### src/rtl/spm_sched_pkg.sv
// Shared definitions for the survivor-path memory scheduler.
//
// Contents:
//   NBANK      number of survivor banks (write + traceback + decode)
//   TB_BANKS   banks walked during traceback before the decode bank
//   TB_READS   reads per traceback sequence (5 banks x 32 words)
//   FILL_MAX   completed windows needed before a traceback can start
//   bank_idx_t bank index type, values 0..NBANK-1
//   tb_state_t traceback sequencer state
//   bank_inc / bank_dec  bank index step with wrap modulo NBANK
package spm_sched_pkg;

    localparam int NBANK    = 6;
    localparam int TB_BANKS = 4;
    localparam int TB_READS = 160;
    localparam int FILL_MAX = TB_BANKS + 1;

    typedef logic [2:0] bank_idx_t;

    typedef enum logic {
        ST_IDLE = 1'b0,
        ST_BUSY = 1'b1
    } tb_state_t;

    function automatic bank_idx_t bank_inc(input bank_idx_t b);
        return (b == bank_idx_t'(NBANK - 1)) ? bank_idx_t'(0) : b + 3'd1;
    endfunction

    function automatic bank_idx_t bank_dec(input bank_idx_t b);
        return (b == bank_idx_t'(0)) ? bank_idx_t'(NBANK - 1) : b - 3'd1;
    endfunction

endpackage

### src/rtl/spm_bank_rdmux.sv
// Read-return path of the survivor-path memory scheduler.
//
// The banks answer one cycle after the read strobe, so the bank index and the
// valid flag of the issued read are registered here once more and then used to
// pick the returning word out of the six bank outputs.
//
// Ports:
//   clk, reset_n          clock, asynchronous active-low reset
//   rd_en_in              a read strobe is on the bank ports this cycle
//   bank_in               bank index of that read
//   rdata0_in..rdata5_in  synchronous-read data from banks 0..5
//   valid_out             rdata_out carries a returned read word
//   rdata_out             selected bank word, zero when no read returns
module spm_bank_rdmux
    import spm_sched_pkg::*;
#(
    parameter int WIDTH = 64
) (
    input  logic             clk,
    input  logic             reset_n,
    input  logic             rd_en_in,
    input  logic [2:0]       bank_in,
    input  logic [WIDTH-1:0] rdata0_in,
    input  logic [WIDTH-1:0] rdata1_in,
    input  logic [WIDTH-1:0] rdata2_in,
    input  logic [WIDTH-1:0] rdata3_in,
    input  logic [WIDTH-1:0] rdata4_in,
    input  logic [WIDTH-1:0] rdata5_in,
    output logic             valid_out,
    output logic [WIDTH-1:0] rdata_out
);

    bank_idx_t        sel_q;
    logic             vld_q;
    logic [WIDTH-1:0] mux;

    // NOTE: state registers use non-blocking assignments so every flop samples
    // the pre-edge value of its neighbours regardless of statement order.
    always_ff @(posedge clk or negedge reset_n) begin
        if (!reset_n) begin
            sel_q <= '0;
            vld_q <= 1'b0;
        end else begin
            sel_q <= bank_in;
            vld_q <= rd_en_in;
        end
    end

    // NOTE: the default at the top of the block keeps every path assigned, so
    // no latch is inferred for bank indices outside 0..5.
    always_comb begin
        mux = '0;
        case (sel_q)
            3'd0:    mux = rdata0_in;
            3'd1:    mux = rdata1_in;
            3'd2:    mux = rdata2_in;
            3'd3:    mux = rdata3_in;
            3'd4:    mux = rdata4_in;
            3'd5:    mux = rdata5_in;
            default: mux = '0;
        endcase
    end

    // Bank outputs are undefined when no read was strobed; keep the returned
    // word at zero outside valid cycles.
    assign valid_out = vld_q;
    assign rdata_out = vld_q ? mux : '0;

endmodule

### src/rtl/spm_bank_scheduler.sv
// Survivor-path memory scheduler for the Viterbi decoder.
//
// Six 32-word survivor banks rotate roles every 32 trellis steps: one write
// bank, four traceback banks and one decode bank. Survivor words are written
// to the write bank in ascending address order; traceback reads walk the
// completed banks in descending trellis order (newest bank first, address 31
// down to 0), ending with the decode bank. The write bank is always the bank
// after the newest completed one, so it is never part of the read set and
// writes and reads can share a cycle.
//
// Ports:
//   clk, reset_n            clock, asynchronous active-low reset
//   sym_valid_in, wdata_in  one survivor word per trellis step
//   tb_rd_req_in            traceback read request, at most one per cycle
//   rdata0_in..rdata5_in    synchronous-read data from banks 0..5
//   addr0_out..addr5_out    per-bank address (registered)
//   cs_out, we_out          per-bank chip select / write strobe (registered)
//   wdata_out               write data shared by all banks (registered)
//   rdata_out, rd_valid_out read word returned two cycles after its request
//   rd_decode_out           returned word comes from the decode bank
//   tb_start_out            pulse: new traceback window ready
//   tb_busy_out             traceback sequence in progress
//   tb_done_out             pulse with the last word of a sequence
//   overrun_out             sticky: window boundary reached while busy
//   wbank_out               current write bank index
//   ovr_cnt_out             saturating overrun event count, present only
//                           when SPM_SCHED_OVR_CNT_EN is defined
module spm_bank_scheduler
    import spm_sched_pkg::*;
#(
    parameter int WIDTH = 64,
    parameter int AW    = 5
) (
    input  logic             clk,
    input  logic             reset_n,
    input  logic             sym_valid_in,
    input  logic [WIDTH-1:0] wdata_in,
    input  logic             tb_rd_req_in,
    input  logic [WIDTH-1:0] rdata0_in,
    input  logic [WIDTH-1:0] rdata1_in,
    input  logic [WIDTH-1:0] rdata2_in,
    input  logic [WIDTH-1:0] rdata3_in,
    input  logic [WIDTH-1:0] rdata4_in,
    input  logic [WIDTH-1:0] rdata5_in,
    output logic [AW-1:0]    addr0_out,
    output logic [AW-1:0]    addr1_out,
    output logic [AW-1:0]    addr2_out,
    output logic [AW-1:0]    addr3_out,
    output logic [AW-1:0]    addr4_out,
    output logic [AW-1:0]    addr5_out,
    output logic [5:0]       cs_out,
    output logic [5:0]       we_out,
    output logic [WIDTH-1:0] wdata_out,
    output logic [WIDTH-1:0] rdata_out,
    output logic             rd_valid_out,
    output logic             rd_decode_out,
    output logic             tb_start_out,
    output logic             tb_busy_out,
    output logic             tb_done_out,
    output logic             overrun_out,
    output logic [2:0]       wbank_out
`ifdef SPM_SCHED_OVR_CNT_EN
    ,
    output logic [7:0]       ovr_cnt_out
`endif
);

    // ---------------------------------------------------------------- state
    bank_idx_t        wbank_q;
    logic [AW-1:0]    wptr_q;
    logic [2:0]       fill_q;
    bank_idx_t        rd_bank_q;
    logic [AW-1:0]    rd_addr_q;
    logic [7:0]       rd_cnt_q;
    tb_state_t        state_q, state_d;

    // Bank port registers
    logic [NBANK-1:0] cs_q, we_q, cs_d, we_d;
    logic [AW-1:0]    addr_q [NBANK];
    logic [AW-1:0]    addr_d [NBANK];
    logic [WIDTH-1:0] wdata_q;

    // Read pipeline: stage 1 travels with the bank strobe, stage 2 with data
    logic             rd_s1_q, dec_s1_q, last_s1_q;
    bank_idx_t        bank_s1_q;
    logic             rd_decode_q, tb_done_q, tb_start_q, overrun_q;

    // -------------------------------------------------------- event decode
    logic busy, boundary, start, ovr_evt, rd_fire, rd_last, rd_dec;

    assign busy     = (state_q == ST_BUSY);
    assign boundary = sym_valid_in && (wptr_q == '1);
    // Fill reaches (or already sits at) FILL_MAX on this boundary.
    assign start    = boundary && (fill_q >= 3'(FILL_MAX - 1));
    assign ovr_evt  = boundary && busy;
    // A request in a boundary cycle is dropped: the sequence restarts there.
    assign rd_fire  = tb_rd_req_in && busy && !boundary;
    assign rd_last  = (rd_cnt_q == 8'(TB_READS - 1));
    assign rd_dec   = (rd_cnt_q >= 8'(TB_BANKS << AW));

    // ---------------------------------------------------- sequencer FSM
    always_ff @(posedge clk or negedge reset_n) begin
        if (!reset_n) state_q <= ST_IDLE;
        else          state_q <= state_d;
    end

    always_comb begin
        state_d = state_q;
        case (state_q)
            ST_IDLE: if (start) state_d = ST_BUSY;
            ST_BUSY: begin
                if (start)                   state_d = ST_BUSY;
                else if (rd_fire && rd_last) state_d = ST_IDLE;
            end
            default: state_d = ST_IDLE;
        endcase
    end

    // ------------------------------------------- write and read pointers
    always_ff @(posedge clk or negedge reset_n) begin
        if (!reset_n) begin
            wbank_q   <= '0;
            wptr_q    <= '0;
            fill_q    <= '0;
            rd_bank_q <= '0;
            rd_addr_q <= '0;
            rd_cnt_q  <= '0;
        end else begin
            if (sym_valid_in) begin
                wptr_q <= wptr_q + AW'(1);
                if (boundary) begin
                    wbank_q <= bank_inc(wbank_q);
                    if (fill_q != 3'(FILL_MAX)) fill_q <= fill_q + 3'd1;
                end
            end
            if (start) begin
                // Newest completed bank is the one just closed.
                rd_bank_q <= wbank_q;
                rd_addr_q <= '1;
                rd_cnt_q  <= '0;
            end else if (rd_fire) begin
                rd_addr_q <= rd_addr_q - AW'(1);
                if (rd_addr_q == '0) rd_bank_q <= bank_dec(rd_bank_q);
                rd_cnt_q  <= rd_cnt_q + 8'd1;
            end
        end
    end

    // ------------------------------------------------ bank port requests
    always_comb begin
        cs_d = '0;
        we_d = '0;
        for (int b = 0; b < NBANK; b++) addr_d[b] = '0;
        if (sym_valid_in) begin
            cs_d[wbank_q]   = 1'b1;
            we_d[wbank_q]   = 1'b1;
            addr_d[wbank_q] = wptr_q;
        end
        if (rd_fire) begin
            cs_d[rd_bank_q]   = 1'b1;
            addr_d[rd_bank_q] = rd_addr_q;
        end
    end

    always_ff @(posedge clk or negedge reset_n) begin
        if (!reset_n) begin
            cs_q        <= '0;
            we_q        <= '0;
            wdata_q     <= '0;
            for (int b = 0; b < NBANK; b++) addr_q[b] <= '0;
            rd_s1_q     <= 1'b0;
            dec_s1_q    <= 1'b0;
            last_s1_q   <= 1'b0;
            bank_s1_q   <= '0;
            rd_decode_q <= 1'b0;
            tb_done_q   <= 1'b0;
            tb_start_q  <= 1'b0;
            overrun_q   <= 1'b0;
        end else begin
            cs_q        <= cs_d;
            we_q        <= we_d;
            wdata_q     <= sym_valid_in ? wdata_in : '0;
            for (int b = 0; b < NBANK; b++) addr_q[b] <= addr_d[b];
            rd_s1_q     <= rd_fire;
            dec_s1_q    <= rd_fire && rd_dec;
            last_s1_q   <= rd_fire && rd_last;
            bank_s1_q   <= rd_fire ? rd_bank_q : '0;
            rd_decode_q <= dec_s1_q;
            tb_done_q   <= last_s1_q;
            tb_start_q  <= start;
            if (ovr_evt) overrun_q <= 1'b1;
        end
    end

    // ----------------------------------------------------- read return
    spm_bank_rdmux #(
        .WIDTH (WIDTH)
    ) u_rdmux (
        .clk       (clk),
        .reset_n   (reset_n),
        .rd_en_in  (rd_s1_q),
        .bank_in   (bank_s1_q),
        .rdata0_in (rdata0_in),
        .rdata1_in (rdata1_in),
        .rdata2_in (rdata2_in),
        .rdata3_in (rdata3_in),
        .rdata4_in (rdata4_in),
        .rdata5_in (rdata5_in),
        .valid_out (rd_valid_out),
        .rdata_out (rdata_out)
    );

`ifdef SPM_SCHED_OVR_CNT_EN
    logic [7:0] ovr_cnt_q;

    always_ff @(posedge clk or negedge reset_n) begin
        if (!reset_n)                          ovr_cnt_q <= '0;
        else if (ovr_evt && ovr_cnt_q != '1)   ovr_cnt_q <= ovr_cnt_q + 8'd1;
    end

    assign ovr_cnt_out = ovr_cnt_q;
`else
    // Without the counter the sticky overrun flag is the only record.
`endif

    // ---------------------------------------------------------- outputs
    assign addr0_out     = addr_q[0];
    assign addr1_out     = addr_q[1];
    assign addr2_out     = addr_q[2];
    assign addr3_out     = addr_q[3];
    assign addr4_out     = addr_q[4];
    assign addr5_out     = addr_q[5];
    assign cs_out        = cs_q;
    assign we_out        = we_q;
    assign wdata_out     = wdata_q;
    assign rd_decode_out = rd_decode_q;
    assign tb_start_out  = tb_start_q;
    assign tb_busy_out   = busy;
    assign tb_done_out   = tb_done_q;
    assign overrun_out   = overrun_q;
    assign wbank_out     = wbank_q;

endmodule

### config.mk
export PLATFORM = sky130hd
export DESIGN_NAME = spm_bank_scheduler
export DESIGN_NICKNAME = d
export VERILOG_FILES = /design/src/rtl/spm_sched_pkg.sv /design/src/rtl/spm_bank_rdmux.sv /design/src/rtl/spm_bank_scheduler.sv
export SDC_FILE = /design/constraint.sdc
export NUM_CORES = 1
export LEC_CHECK = 0
export ABC_AREA = 1
export CORE_AREA = 2 2 243 245
export CTS_BUF_LIST = sky130_fd_sc_hd__clkbuf_16
export DETAILED_ROUTE_END_ITERATION = 7
export DIE_AREA = 0 0 245 247
export GPL_TIMING_DRIVEN = 0
export SLEW_MARGIN = 20
export SYNTH_ARGS = -nofsm -noshare
export SYNTH_HDL_FRONTEND = slang
export SYNTH_SLANG_ARGS = --single-unit
export TNS_END_PERCENT = 100
### constraint.sdc
create_clock -name clk -period 2.6 [get_ports clk]
set_input_delay 0.39 -clock clk [delete_from_list [all_inputs] [get_ports clk]]
set_output_delay 0.39 -clock clk [all_outputs]
set_load 0.02 [all_outputs]
==> results.md <==
* Final std cells w/o fill at 2890
* Dpl cells at between 2k and 3k
* Flop2flop setup slack at around 0.26 ns
* Net Count, Synth at 1893
* First-pass GRT wire length at slightly below 100 mm
* Most common cell after layout, fill and taps aside: clkdlybuf4s50_1
* Worst Tran Pin Value at approximately 0.66 ns
* Maximum vdd drop at 0.000624 V
* Gp weighted congestion at 0.944
* Cell Chain, Critical Path: inv_4 > clkbuf_4 > nand4_1 > nand2_1 > nor2_1 > a21oi_1 > clkdlybuf4s15_2
* RSZ-0062 raised after global routing: true
* Clock latency on the worst-skew pair at approximately 0.43 ns
* Max cap viols at 0
* Seq cells post-synth at ~150
* CTS H-tree depth at 4
* Die width at around 250 um
* Clock Power Share at around 17%
* CP Max Fanout at 10
* IO Pins at about 630
* Share of post-route cells with drive strength above 1 at 12.5%
* Initial antenna violation count at 23
* Post-route ant nets at 0
* Slowest cell on the critical path: dfrtp_2
* Final #Nets at 2549
* Vias in the first global route at about 13k
* Synthesis-to-finish area growth at 83.6%
* PD cells at 766 nW/um2
* Tot GR Track Use at between 20 and 25%
* Leak at roughly 8.6 nW
* Max Clock Freq at approximately 0.39 GHz
* Area after DPL at about 17000 um2
* Final Hold Fails at 0
* Drc violations at 2
* Max-slew headroom at between 50% and 60%
* Finished Cell Area at about 18000 um2
* Core box area at approximately 58000 um2
* Grt ovf at 0
* Combinational share of power at 60.7%
* Count of cell types in the netlist at 28
* WL final at 69.7 mm
* Die Height at 247 um
* Iteration-0 DRC Markers at between 800 and 900
* Total Power at approximately 14 mW
* # setup viols final at 0
* Final TNS setup at 0 ns
* Worst hold slack at roughly 0.35 ns
* DRT Pass-1 Iters at 8
* Via count at between 10k and 15k
* CTS tree: done
* CP Class: flip-flop to output port
* Mapped Cells at 1434
* Failing checks: DRC
* CTS Root Cell: clkbuf_16
* Cell-internal power at 7.20 mW
* Num CTS Buffers at 17
* Fin. max-slew vios at 0
* NetSw at roughly 6.6 mW
* Yosys warnings at 0
* Switching Share at between 40 and 50%
* Clock Path Buffers at 2
* Dpl hpwl at between 50 and 60 mm
* Crit path capture type: output port
* Fin crit period at about 2.6 ns
* Post-Route Utilization at a little under a third
* Required time of the critical path at about 2.2 ns
* Sequential fraction of the synthesis area at between 30% and 40%
* Startpoint Class: flip-flop
* Netlist Area Pre-Place at roughly 10000 um2
* Final period util at 99.5%
* Initial Util at between 15 and 20%
* WL/cell at roughly 24 um
* Avg Vias per Cell at around 4.6
* Status: complete, but fails checks
* Clock transition at path regs at around 0.06 ns
* DP Worst Slack at -0.512 ns
* Clock tree sinks at 148
* Port-buffer cells at 630
* Pin count of the biggest net entering global routing at 88
* Most frequent cells in the layout: clkdlybuf4s50_1 (565), nand2_1 (317), nand4_1 (249)
* Seq pwr share at approximately 22%
* Die ar. at 60500 um2
* Largest stage delay, worst path at ~0.5 ns
* Worst EP arrival at between 2 and 2.5 ns
* Max Clock Skew at between 0.006 and 0.007 ns
* Layout filler cell count at around 6.3k
* Tightest Hold Check Type: flip-flop to flip-flop
* Site row count at between 80 and 90
* Syn_area_per_cell at 6.86 um2
* Worst Setup Slack, final at between 0.01 and 0.015 ns
## metal layers
metal	global-route usage, %	up-vias	wire (um)
li1	-	6164	-
met1	24.5	6304	26700
met4	8.30	14	2120
met5	0	-	90
met2	39.4	607	35000
met3	6.86	107	5820
## critical path: cells and delay by family (launching register included)
| family | cells | cell delay (ns) |
|---|---|---|
| buf+inv | 3 | 0.74 |
| flops | 1 | 0.50 |
| simple gates | 3 | 0.38 |
| compound gates | 1 | 0.16 |
## cell families (layout without fill, tap and decap cells)
group	count (synthesis)	after routing	synth area share, %
AND/OR/NAND/NOR	843	843	41.2
buffers and inverters	302	970	12.9
flip-flops	148	148	37.7
AO/OA/AOI/OAI	129	129	6.91
adder cells (fa/ha/maj)	7	7	0.891
XOR/XNOR	5	5	0.445
other	0	15	0
## power by group through the flow
stage | Clock [mW] | Sequential, mW | Combinational [mW]
after floorplan | 0 | 3.27 | 3.78
after global placement | 0 | 3.06 | 8.04
after detailed placement | 0 | 3.07 | 8.08
after CTS | 2.43 | 3.06 | 8.27
after global routing | 2.53 | 3.11 | 8.99
final | 2.39 | 3.05 | 8.39
## sequential cells by signal, indices dropped and copies added, names as in the netlist, 6 cells and up
signal     cells
cs_out         6
wdata_out     64
rd_cnt_q       8
we_out         6
## synthesized netlist by cell type
cell type  number  share of area (%)
nand2_1       321                 12
nand4_1       249                 16
inv_1         164                6.3
nand3_1       155                7.9
dfrtp_1       148                 38
nor2_1        104                4.0
buf_2          98                5.0
a21oi_1        70                3.6
o21ai_1        26                1.3
clkbuf_1       22               0.84
o21ai_0        20                1.0
o21a_1         11               0.84
buf_1           7               0.27
ha_1            7               0.89
inv_2           6               0.23
nor3_1          6               0.31
buf_4           4               0.31
xor2_1          4               0.36
nor2_2          3               0.19
clkinv_1        1              0.038
nand2_4         1               0.11
nand3_2         1               0.10
nand3_4         1               0.18
nor2_4          1               0.11
nor2_8          1               0.20
o21ai_2         1              0.089
o21bai_1        1              0.076
xnor2_1         1              0.089
## final timing paths
path,startpoint,to,cells after the start
hold reg to reg,bank_s1_q[1],u_rdmux.sel_q[1],0
hold / removal,bank_s1_q[1],u_rdmux.sel_q[1],0
min in group asynchronous,reset_n,wdata_out[48],2
setup / recovery,u_rdmux.sel_q[0],rdata_out[32],7
max in group asynchronous,reset_n,u_rdmux.sel_q[0],3
setup reg to reg,wptr_q[0],addr0_out[0],10
## what timing repair did
item                                    4_1_cts  5_1_grt
endpoints found under the setup margin       64       60
endpoints found under the hold margin        61        0
hold buffers                                  1        0
gates resized for setup                     379      106
buffers inserted                              1        3
pin swaps                                     1        3
gates cloned                                  1        0
## layout make-up
class / instances / area, um2 / area share, %
Clock buffer: 17 / 425 / 2.36
Inverter: 171 / 654 / 3.62
Sequential cell: 148 / 3710 / 20.5
Antenna cell: 15 / 37.5 / 0.208
Timing Repair Buffer: 637 / 6200 / 34.3
Multi-Input combinational cell: 984 / 4920 / 27.3
Buffer: 131 / 1000 / 5.55
Tap cell: 773 / 967 / 5.36
Clock inverter: 14 / 140 / 0.776
No activity file was read; power rests on OpenSTA's default activity.
